**src/rtl/prog_loader.sv**
```systemverilog
// Boot-time program loader: assembles a length-prefixed little-endian byte stream into
// instruction-memory words and holds the core in reset until the image is complete.
// Optional trailing checksum byte is enabled by defining PROG_LOADER_CHECKSUM_EN.
module prog_loader #(
  parameter int unsigned ADDR_W    = 10,
  parameter int unsigned MAX_WORDS = 1024
) (
  input  logic              clk,
  input  logic              reset,
  input  logic [7:0]        rx_data,
  input  logic              rx_valid,
  output logic              rx_ready,
  input  logic              restart,
  output logic              imem_we,
  output logic [ADDR_W-1:0] imem_addr,
  output logic [31:0]       imem_wdata,
  output logic              core_reset_n,
  output logic              load_done,
  output logic              load_err
);

  localparam int unsigned LEN_W = 16;

`ifdef PROG_LOADER_CHECKSUM_EN
  typedef enum logic [2:0] {
    S_LEN_LO = 3'd0, S_LEN_HI = 3'd1, S_DATA = 3'd2, S_FLUSH = 3'd3,
    S_DONE = 3'd4, S_ERR = 3'd5, S_CSUM = 3'd6
  } state_e;
`else
  typedef enum logic [2:0] {
    S_LEN_LO = 3'd0, S_LEN_HI = 3'd1, S_DATA = 3'd2, S_FLUSH = 3'd3,
    S_DONE = 3'd4, S_ERR = 3'd5
  } state_e;
`endif

  state_e              state_q, state_d;
  logic                rx_ready_q, rx_ready_d;
  logic                imem_we_q, imem_we_d;
  logic [ADDR_W-1:0]   imem_addr_q, imem_addr_d;
  logic [31:0]         imem_wdata_q, imem_wdata_d;
  logic                core_reset_n_q, core_reset_n_d;
  logic                load_done_q, load_done_d;
  logic                load_err_q, load_err_d;
  logic [7:0]          len_lo_q, len_lo_d;
  logic [LEN_W-1:0]    len_q, len_d;
  logic [LEN_W-1:0]    idx_q, idx_d;
  logic [1:0]          byte_cnt_q, byte_cnt_d;
  logic [23:0]         word_q, word_d;
  logic [LEN_W-1:0]    n_c;
  logic                xfer_c;
`ifdef PROG_LOADER_CHECKSUM_EN
  logic [7:0]          csum_q, csum_d;
`endif

  assign xfer_c = rx_valid && rx_ready_q;
  assign n_c    = {rx_data, len_lo_q};

  // Next-state, datapath and registered-output computation
  always_comb begin
    state_d      = state_q;
    imem_we_d    = 1'b0;
    imem_addr_d  = imem_addr_q;
    imem_wdata_d = imem_wdata_q;
    len_lo_d     = len_lo_q;
    len_d        = len_q;
    idx_d        = idx_q;
    byte_cnt_d   = byte_cnt_q;
    word_d       = word_q;
`ifdef PROG_LOADER_CHECKSUM_EN
    csum_d       = csum_q;
    if (xfer_c) csum_d = csum_q ^ rx_data;
`endif

    unique case (state_q)
      S_LEN_LO: begin
        if (xfer_c) begin
          len_lo_d = rx_data;
          state_d  = S_LEN_HI;
        end
      end
      S_LEN_HI: begin
        if (xfer_c) begin
          len_d = n_c;
          if (n_c == '0 || 32'(n_c) > MAX_WORDS) begin
            state_d = S_ERR;
          end else begin
            idx_d      = '0;
            byte_cnt_d = '0;
            state_d    = S_DATA;
          end
        end
      end
      S_DATA: begin
        if (xfer_c) begin
          if (byte_cnt_q == 2'd3) begin
            imem_wdata_d = {rx_data, word_q};
            imem_addr_d  = ADDR_W'(idx_q);
            imem_we_d    = 1'b1;
            byte_cnt_d   = '0;
            if (idx_q == LEN_W'(len_q - LEN_W'(1))) begin
`ifdef PROG_LOADER_CHECKSUM_EN
              state_d = S_CSUM;
`else
              state_d = S_FLUSH;
`endif
            end else begin
              idx_d = LEN_W'(idx_q + LEN_W'(1));
            end
          end else begin
            unique case (byte_cnt_q)
              2'd0:    word_d[7:0]   = rx_data;
              2'd1:    word_d[15:8]  = rx_data;
              default: word_d[23:16] = rx_data;
            endcase
            byte_cnt_d = 2'(byte_cnt_q + 2'd1);
          end
        end
      end
      S_FLUSH: state_d = S_DONE;
`ifdef PROG_LOADER_CHECKSUM_EN
      S_CSUM: begin
        if (xfer_c) state_d = (rx_data == csum_q) ? S_DONE : S_ERR;
      end
`endif
      S_DONE, S_ERR: begin
        if (restart) begin
          state_d    = S_LEN_LO;
          len_lo_d   = '0;
          len_d      = '0;
          idx_d      = '0;
          byte_cnt_d = '0;
          word_d     = '0;
`ifdef PROG_LOADER_CHECKSUM_EN
          csum_d     = '0;
`endif
        end
      end
      default: state_d = S_LEN_LO;
    endcase

    // Status outputs follow the upcoming state so they are valid in that state's first cycle
    rx_ready_d     = (state_d == S_LEN_LO) || (state_d == S_LEN_HI) || (state_d == S_DATA)
`ifdef PROG_LOADER_CHECKSUM_EN
                     || (state_d == S_CSUM)
`endif
                     ;
    core_reset_n_d = (state_d == S_DONE);
    load_done_d    = (state_d == S_DONE);
    load_err_d     = (state_d == S_ERR);
  end

  always_ff @(posedge clk or negedge reset) begin
    if (!reset) begin
      state_q        <= S_LEN_LO;
      rx_ready_q     <= 1'b0;
      imem_we_q      <= 1'b0;
      imem_addr_q    <= '0;
      imem_wdata_q   <= '0;
      core_reset_n_q <= 1'b0;
      load_done_q    <= 1'b0;
      load_err_q     <= 1'b0;
      len_lo_q       <= '0;
      len_q          <= '0;
      idx_q          <= '0;
      byte_cnt_q     <= '0;
      word_q         <= '0;
`ifdef PROG_LOADER_CHECKSUM_EN
      csum_q         <= '0;
`endif
    end else begin
      state_q        <= state_d;
      rx_ready_q     <= rx_ready_d;
      imem_we_q      <= imem_we_d;
      imem_addr_q    <= imem_addr_d;
      imem_wdata_q   <= imem_wdata_d;
      core_reset_n_q <= core_reset_n_d;
      load_done_q    <= load_done_d;
      load_err_q     <= load_err_d;
      len_lo_q       <= len_lo_d;
      len_q          <= len_d;
      idx_q          <= idx_d;
      byte_cnt_q     <= byte_cnt_d;
      word_q         <= word_d;
`ifdef PROG_LOADER_CHECKSUM_EN
      csum_q         <= csum_d;
`endif
    end
  end

  assign rx_ready     = rx_ready_q;
  assign imem_we      = imem_we_q;
  assign imem_addr    = imem_addr_q;
  assign imem_wdata   = imem_wdata_q;
  assign core_reset_n = core_reset_n_q;
  assign load_done    = load_done_q;
  assign load_err     = load_err_q;

endmodule

```
**config.mk**
```make
export PLATFORM = sky130hd
export DESIGN_NAME = prog_loader
export DESIGN_NICKNAME = d
export VERILOG_FILES = /design/src/rtl/prog_loader.sv
export SDC_FILE = /design/constraint.sdc
export NUM_CORES = 1
export LEC_CHECK = 0
export ABC_AREA = 1
export CORE_MARGIN = 2
export CORE_UTILIZATION = 58
export CTS_CLUSTER_DIAMETER = 30
export DETAILED_ROUTE_END_ITERATION = 7
export DONT_BUFFER_PORTS = 1
export PLACE_DENSITY_LB_ADDON = 0.05
export SLEW_MARGIN = 10
export SYNTH_ARGS = -nofsm -noshare
export SYNTH_HDL_FRONTEND = slang
export SYNTH_SLANG_ARGS = --single-unit
```
**constraint.sdc**
```tcl
create_clock -name clk -period 2.5 [get_ports clk]
set_input_delay 0.375 -clock clk [delete_from_list [all_inputs] [get_ports clk]]
set_output_delay 0.375 -clock clk [all_outputs]
set_load 0.005 [all_outputs]
```
==> flow_metrics.env <==
export IMPL_relSlewSlack=0.547
export IMPL_post_dp_cell_area_um2=6000
export IMPL_clock_skew_ps=8.51
export IMPL_gp_congestion=0.940
export IMPL_clockBufferDepth=2
export IMPL_drive_gt1_frac=0.126
export IMPL_synth_seq_cells=115
export IMPL_hold_viol=115
export IMPL_vdd_drop_max_uv=839
export IMPL_synth_top_area_share=0.487
export IMPL_p_per_area_nw_per_um2=1240
export IMPL_period_minus_slack_ps=2270
export IMPL_clk_pin_slew_ps=60
export IMPL_syn_area_um2=5910
export IMPL_hpwlAfterDp_um=9920
export IMPL_power_total_mw=8.22
export IMPL_status="finished with violations"
export IMPL_r2r_start="len_q[0]"
export IMPL_yosys_top_cells_area="dfrtp_1 49%, nand2_1 15%, nor2_1 4.4%, inv_1 4.0%, o21ai_0 3.6%"
export IMPL_hold_class="in2async"
export IMPL_fin_area_um2=6640
export IMPL_antenna_found_initial=0
export IMPL_hold_buffers=2
export IMPL_numCtsBuffers=17
export IMPL_diodes=0
export IMPL_final_common_cell="nand2_1"
export IMPL_final_cell_mix="232 x nand2_1, 115 x dfrtp_1, 68 x nor2_1"
export IMPL_path_buf_inv=2
export IMPL_setup_ws_ps=232
export IMPL_p_clk_frac=0.293
export IMPL_firstDrtPassIters=5
export IMPL_num_io_pins=59
export IMPL_rows=36
export IMPL_maxCapViolCount=0
export IMPL_clock_sinks=115
export IMPL_internal_power_mw=4.90
export IMPL_ys_warn_count=0
export IMPL_placedCellCount=852
export IMPL_grt_pass1_wl_um=24200
export IMPL_seq_area_frac_synth=0.487
export IMPL_io_buffer_count=0
export IMPL_cts_root_buf="clkbuf_8"
export IMPL_reg2reg_slack_ps=230
export IMPL_grt_pass1_vias=4807
export IMPL_fin_util=0.676
export IMPL_worstPathCellList="inv_1, ha_1, nand2_2, nor2_2, nand2_1, nand2_1, xor2_1, nand2_1, nor2_4, nand3_4, buf_4, nand4_1, nand2_1"
export IMPL_area_delta_synth_final_pct=12.3
export IMPL_cpPeakStageDelay_ps=400
export IMPL_slew_viol_final=0
export IMPL_fmaxAchievable_ghz=0.441
export IMPL_start_kind="register"
export IMPL_critPathRequiredTime_ps=2910
export IMPL_wl_per_cell_um=16.2
export IMPL_critPathMaxFanout=10
export IMPL_die_h_um=105
export IMPL_path_delay_family="simple AND/OR/NAND/NOR gates"
export IMPL_max_slew_worst_pin_slew_ps=678
export IMPL_worstSetupEndpointType="register"
export IMPL_htree_levels=4
export IMPL_grtUsageTotal=0.284
export IMPL_slowest_stage="dfrtp_1"
export IMPL_drc=0
export IMPL_nNetsFinal=758
export IMPL_grt_overflow_total=0
export IMPL_rsz0062_at_grt="yes"
export IMPL_viasPerCell=5.44
export IMPL_ff2ff_path_depth=13
export IMPL_grt_max_degree=116
export IMPL_core_area_um2=9820
export IMPL_post_place_ws_ps=-38.8
export IMPL_r2r_end="idx_q[0]"
export IMPL_crit_type="reg2reg"
export IMPL_die_area_um2=11000
export IMPL_first_iter_violations=273
export IMPL_cpMostUsedCell="nand2_1"
export IMPL_drt_antenna_violating_nets=0
export IMPL_wirelength_um=14400
export IMPL_synth_top_area_cell="dfrtp_1"
export IMPL_synth_cell_types=40
export IMPL_swShare=0.404
export IMPL_p_switching_mw=3.32
export IMPL_synthCells=739
export IMPL_initial_utilization=0.602
export IMPL_clk_latency_ps=520
export IMPL_setup_tns_ps=0
export IMPL_setup_violations=0
export IMPL_fin_crit_sh=0.907
export IMPL_avgSynthCellArea_um2=8.00
export IMPL_hold_worst_slack_ps=-452
export IMPL_die_w_um=105
export IMPL_p_seq_frac=0.318
export IMPL_vias=4824
export IMPL_arrival_ps=2680
export IMPL_stdcell_count=887
export IMPL_cts_tree="done"
export IMPL_failed_checks="hold timing"
export IMPL_synth_nets=756
export IMPL_p_leak_nw=3.22
export IMPL_combPwrFrac=0.389
==> repair_timing <==
item,CTS,global route
setup buffers,0,0
cloned,0,1
endpoints found under the setup margin,16,4
endpoints found under the hold margin,117,115
resized for setup,1,2
==> logic make-up after synthesis <==
family,after synthesis,share of synthesized area
xor+xnor,26,0.0385
fa+ha+maj,5,0.0106
flops,115,0.487
simple gates,411,0.314
compound gates,81,0.0787
buf+inv,101,0.0713
==> cell usage after synthesis <==
master,number
nor4_1,1
nor2_4,5
clkbuf_1,15
nand3_2,3
inv_1,63
o21a_1,13
clkbuf_2,1
buf_12,1
a21oi_1,9
nand2_1,233
o211ai_1,1
nand2_2,16
a21oi_2,1
buf_2,8
or2_2,2
nand4_1,27
nor2_2,9
a21o_1,1
buf_4,2
ha_1,5
inv_2,9
nor2_1,69
o21ai_1,3
dfrtp_1,115
nand3_4,2
nor3_2,1
o21ai_2,2
nor3_1,10
nor2_8,1
buf_1,1
nand3_1,25
and2_1,2
o22ai_1,8
o21ai_0,42
xnor2_1,12
buf_6,1
nand3b_1,4
xor2_1,14
nand2_4,1
a31oi_1,1
==> routing by layer <==
metal / share of wire / up-vias / GRT usage
met5: 0 / - / 0
met3: 0.061 / 39 / 0.0805
li1: - / 2354 / -
met4: 0.037 / 0 / 0.130
met2: 0.47 / 135 / 0.443
met1: 0.44 / 2296 / 0.369
==> worst max-delay path by stage <==
stage	start	to	slack [ps]	cells after the start
6_report	len_q[0]	idx_q[0]	230	13
5_1_grt	len_q[0]	idx_q[0]	-8	14
4_1_cts	len_q[0]	idx_q[0]	200	12
3_5_place_dp	len_lo_q[1]	idx_q[0]	-40	10
3_3_place_gp	rx_data[6]	idx_q[15]	60	6
2_1_floorplan	len_q[0]	idx_q[10]	570	13
==> sequential cells by signal, summed over array words and instances (netlist names) <==
| register | count |
|---|---|
| imem_addr | 10 |
| len_q | 16 |
| word_q | 24 |
| load_err | 1 |
| imem_wdata | 32 |
| byte_cnt_q | 2 |
| idx_q | 16 |
| rx_ready | 1 |
| load_done | 1 |
| state_q | 3 |
| imem_we | 1 |
| len_lo_q | 8 |
==> layout make-up <==
cell class / count / area, µm²
Clock buffer: 22 / 473
Clock inverter: 10 / 123
Fill cell: 868 / 3180
Inverter: 72 / 270
Multi-Input combinational cell: 524 / 2640
Sequential cell: 115 / 2880
Tap cell: 133 / 166
Timing Repair Buffer: 11 / 87.6
==> worst reg2reg max path, cell delays in order, from the launching register on <==
cell	delay, ps
dfrtp_1	400
inv_1	150
ha_1	230
nand2_2	110
nor2_2	150
nand2_1	60
nand2_1	140
xor2_1	150
nand2_1	100
nor2_4	130
nand3_4	160
buf_4	240
nand4_1	70
nand2_1	70
==> power by group through the flow <==
stage          registers (mW)  clock network, mW  logic, mW
2_1_floorplan            2.55                  0       2.63
3_3_place_gp             2.62                  0       3.07
3_5_place_dp             2.63                  0       3.11
4_1_cts                  2.61               2.44       3.16
5_1_grt                  2.66               2.52       3.65
6_report                 2.61               2.41       3.20
No activity file was read; power rests on OpenSTA's default activity.
